===== src/rtl/mem_dump_arbiter.sv =====
// Arbitrates the single-port data memory between the pipeline MEM stage and a debug dump sequencer.
// The pipeline always wins the port. The dump walks addresses 0..2^MEM_SZ-1 using only idle memory cycles.
module mem_dump_arbiter #(
  parameter int INST_SZ = 32,
  parameter int MEM_SZ  = 5
) (
  input  logic               i_clk,
  input  logic               i_reset,
  input  logic               i_mem_read_M,
  input  logic               i_mem_write_M,
  input  logic [MEM_SZ-1:0]  i_addr_M,
  input  logic [INST_SZ-1:0] i_wdata_M,
  output logic               o_mem_read,
  output logic               o_mem_write,
  output logic [MEM_SZ-1:0]  o_mem_addr,
  output logic [INST_SZ-1:0] o_mem_wdata,
  input  logic [INST_SZ-1:0] i_mem_rdata,
  input  logic               i_dump_start,
  input  logic               i_dump_ready,
  output logic               o_dump_valid,
  output logic [INST_SZ-1:0] o_dump_data,
  output logic [MEM_SZ-1:0]  o_dump_addr,
  output logic               o_dump_busy,
  output logic               o_dump_done
);

  typedef enum logic [2:0] {
    S_IDLE,
    S_ISSUE,
    S_CAPTURE,
    S_HOLD,
    S_DONE
  } state_t;

  localparam logic [MEM_SZ-1:0] LAST_ADDR = '1;

  state_t             r_state;
  state_t             w_next_state;
  logic [MEM_SZ-1:0]  r_cnt;
  logic               r_dump_valid;
  logic [INST_SZ-1:0] r_dump_data;
  logic [MEM_SZ-1:0]  r_dump_addr;

  logic w_pipe_act;
  logic w_handshake;

  assign w_pipe_act  = i_mem_read_M | i_mem_write_M;
  assign w_handshake = r_dump_valid & i_dump_ready;

  // NOTE: every signal driven here gets a default first, so no path can infer a latch.
  always_comb begin
    w_next_state = r_state;
    o_mem_read   = 1'b0;
    o_mem_write  = 1'b0;
    o_mem_addr   = i_addr_M;
    o_mem_wdata  = i_wdata_M;

    if (w_pipe_act) begin
      o_mem_read  = i_mem_read_M;
      o_mem_write = i_mem_write_M;
    end else if (r_state == S_ISSUE) begin
      o_mem_read = 1'b1;
      o_mem_addr = r_cnt;
    end

    unique case (r_state)
      S_IDLE:    if (i_dump_start) w_next_state = S_ISSUE;
      S_ISSUE:   if (!w_pipe_act)  w_next_state = S_CAPTURE;
      S_CAPTURE: w_next_state = S_HOLD;
      S_HOLD:    if (w_handshake)  w_next_state = (r_cnt == LAST_ADDR) ? S_DONE : S_ISSUE;
      S_DONE:    w_next_state = S_IDLE;
      default:   w_next_state = S_IDLE;
    endcase
  end

  // NOTE: state is updated with non-blocking assignments so every register samples pre-edge values.
  always_ff @(posedge i_clk or negedge i_reset) begin
    if (!i_reset) begin
      r_state      <= S_IDLE;
      r_cnt        <= '0;
      r_dump_valid <= 1'b0;
      r_dump_data  <= '0;
      r_dump_addr  <= '0;
    end else begin
      r_state <= w_next_state;
      unique case (r_state)
        S_IDLE: if (i_dump_start) r_cnt <= '0;
        // Read data for the word issued last cycle is on i_mem_rdata now.
        S_CAPTURE: begin
          r_dump_data  <= i_mem_rdata;
          r_dump_addr  <= r_cnt;
          r_dump_valid <= 1'b1;
        end
        S_HOLD: begin
          if (w_handshake) begin
            r_dump_valid <= 1'b0;
            if (r_cnt != LAST_ADDR) r_cnt <= r_cnt + 1'b1;
          end
        end
        default: ;
      endcase
    end
  end

  assign o_dump_valid = r_dump_valid;
  assign o_dump_data  = r_dump_data;
  assign o_dump_addr  = r_dump_addr;
  assign o_dump_busy  = (r_state != S_IDLE);
  assign o_dump_done  = (r_state == S_DONE);

endmodule

===== config.mk =====
export PLATFORM = sky130hd
export DESIGN_NAME = mem_dump_arbiter
export DESIGN_NICKNAME = d
export VERILOG_FILES = /design/src/rtl/mem_dump_arbiter.sv
export SDC_FILE = /design/constraint.sdc
export NUM_CORES = 1
export LEC_CHECK = 0
export CORE_ASPECT_RATIO = 0.8
export CORE_UTILIZATION = 30
export DETAILED_ROUTE_END_ITERATION = 10
export PLACE_DENSITY_LB_ADDON = 0.12
export SLEW_MARGIN = 20
export SYNTH_ARGS = -nofsm -noshare
export SYNTH_HDL_FRONTEND = slang
export SYNTH_SLANG_ARGS = --single-unit

===== constraint.sdc =====
create_clock -name i_clk -period 1.9 [get_ports i_clk]
set_input_delay 0.19 -clock i_clk [delete_from_list [all_inputs] [get_ports i_clk]]
set_output_delay 0.19 -clock i_clk [all_outputs]
set_load 0.02 [all_outputs]

==> results_dict.tcl <==
set metrics [dict create \
    yosysSeqAreaShare_pct 52.2 \
    worst_setup_path_start_kind "register" \
    utilization_pct 45.1 \
    worstHoldStart "i_wdata_M[22]" \
    reg2reg_from "r_cnt[0]" \
    gr-total-overflow 0 \
    hold_violations 0 \
    synthDistinctLibCells 31 \
    netlist.area_leader.share_pct 52.2 \
    drt-total-wl_mm 5.18 \
    fillers 660 \
    yosysWarnings 0 \
    final_nets 319 \
    port_buffers 89 \
    antenna_left 0 \
    grt_pass1_wl_mm 8.29 \
    antenna_found_initial 0 \
    root_buffer "clkbuf_8" \
    cp.required_ps 1710 \
    fmax_mhz 547 \
    critPathTopFamily "buffers and inverters" \
    status "complete, but fails checks" \
    viasPerCell 4.62 \
    async_reset_ff_share_pct 100 \
    synthToLayoutAreaGrowth_pct 42.7 \
    drc 15 \
    h-tree-depth 2 \
    power_density_nw_per_um2 1500 \
    clkSinkCount 46 \
    hold_ws_ps 380 \
    synth.most_common_cell "dfrtp_1" \
    ir_drop_v 0.000657 \
    worst_skew_pair.late_latency_ps 290 \
    rows 27 \
    syn_area_sq_um 2210 \
    max_cap_violations 0 \
    slew_viol_final 0 \
    relSlewSlack_pct 63.4 \
    syn_area_per_cell_sq_um 13.0 \
    ys_ff_latch 46 \
    core_sq_um 6990 \
    die_h_microns 78.7 \
    slowest_stage "or3_2" \
    grt_start_max_net_pins 39 \
    synth_area_leader_cell "dfrtp_1" \
    gr-usage-all-layers_pct 13.8 \
    synth_ff_type "dfrtp_1" \
    end_kind "output pin" \
    vias 1520 \
    synthTopCellsByCount "dfrtp_1 (46), mux2_2 (42), buf_4 (32)" \
    max_slew.worst_pin.slew_ps 549 \
    synth_edf_count 0 \
    setup_violations 0 \
    min_period_ps 1830 \
    io_pins 154 \
    critPathKind "register to output pin" \
    fin_crit_sh_pct 96.2 \
    cp_slowest_stage_delay_ps 460 \
    worstPathBufferInverterCount 2 \
    first_global_vias 1673 \
    syn_inst 170 \
    die-area_sq_um 7710 \
    start_util_pct 31.6 \
    p_leak_uw 0.00131 \
    crit_fanout 9 \
    hpwl_mm 3.69 \
    layout-drive-gt1-share_pct 33.1 \
    path_cells "buf_4, or3_2, dlygate4sd2_1" \
    finClkSkew_ps 3.99 \
    syn_nets 247 \
    path_clk_slew_ps 80 \
    drt-wirelength-per-cell_microns 15.7 \
    numCtsBuffers 5 \
    drt_first_pass_iters 6 \
    cts_tree "yes" \
    rsz0062_at_grt "false" \
    cts_max_path_buffers 2 \
    synth_area_leaders "dfrtp_1 (52%), mux2_2 (21%), buf_4 (11%)" \
    antenna_cells 0 \
    die_w_microns 97.9 \
    gp_congestion 0.692 \
    holdCritPathClass "input pin to output pin" \
    crit_start "r_state[1]" \
    drt_iter0_markers 27 \
    arrival_ps 1640 \
    violations "DRC" \
]
## cells in the final DEF (no fill, tap or decap), types with 2 or more instances in the layout
cell type and n:
a21o_1 2, nor2_1 3, inv_1 2, nand2_1 2, buf_12 3, buf_2 6
and3_1 3, o21ai_0 2, clkdlybuf4s50_1 80, nand3b_1 3, buf_4 12, dfrtp_1 46
nand3_1 2, clkbuf_8 5, nor3_1 2, ha_2 2, dlygate4sd2_1 3, mux2_2 42
## worst paths after layout
path	end	slack (ps)	cells after the start
setup / recovery	o_dump_busy	70	3
hold / removal	o_mem_wdata[22]	380	0
setup reg to reg	r_cnt[3]	140	6
hold reg to reg	o_dump_data[26]	510	1
max in group asynchronous	r_cnt[4]	950	3
min in group asynchronous	o_dump_addr[4]	420	2
## what timing repair did
| item | 4_1_cts | 5_1_grt |
|---|---|---|
| gates resized for setup | 21 | 6 |
| buffers inserted | 0 | 1 |
| pin swaps | 0 | 1 |
| endpoints found under the hold margin | 20 | 0 |
| endpoints found under the setup margin | 8 | 4 |
| gates cloned | 0 | 0 |
| hold buffers | 1 | 0 |
## metal layers
layer	vias to the layer above	global-route usage (%)	part of all wire [%]
met4	0	7.12	1.8
met1	715	17.3	43
met3	18	6.87	13
li1	700	-	-
met5	-	0	0
met2	87	19.6	42
## kinds of logic (layout without fill, tap and decap cells)
kind of cell,Yosys count,after routing,share of synthesized area (%)
compound gates,13,13,5.05
fa+ha+maj,2,2,1.13
buf+inv,42,114,13.2
flops,46,46,52.2
mux,43,43,21.9
simple gates,24,24,6.58
## state kept, by name (all words and copies together) (netlist names)
signal / flops
o_dump_data: 32
r_cnt: 5
o_dump_addr: 5
r_state: 3
o_dump_valid: 1
## power breakdown
| part | total (uW) | leakage, uW | internal (uW) | switching (uW) |
|---|---|---|---|---|
| registers | 1660 | 0.000553 | 1440 | 227 |
| clock network | 571 | 0.0000373 | 253 | 318 |
| logic | 2500 | 0.000715 | 1350 | 1150 |
## metrics by stage
| step | setup WS, ps | cell area (sq um) | setup TNS, ps | total power, uW | std cells |
|---|---|---|---|---|---|
| 2_1_floorplan | 4.98 | 2210 | 0 | 3050 | 170 |
| 3_3_place_gp | -239 | 3070 | -1320 | 4200 | 320 |
| 3_5_place_dp | -269 | 3070 | -1460 | 4210 | 320 |
| 4_1_cts | 1.08 | 3160 | 0 | 4810 | 328 |
| 5_1_grt | 13.4 | 3150 | 0 | 5020 | 329 |
| 6_report | 73.1 | 3150 | 0 | 4730 | 329 |
## cell type report
class	count	area [sq um]	share of cell area [%]
tap	87	109	3.46
sequential	46	1150	36.5
clock inverter	1	7.51	0.238
multi-input combinational	82	786	24.9
clock buffer	6	72.6	2.30
timing repair buffer	105	1020	32.3
inverter	2	7.51	0.238
No activity file was read; power rests on OpenSTA's default activity.
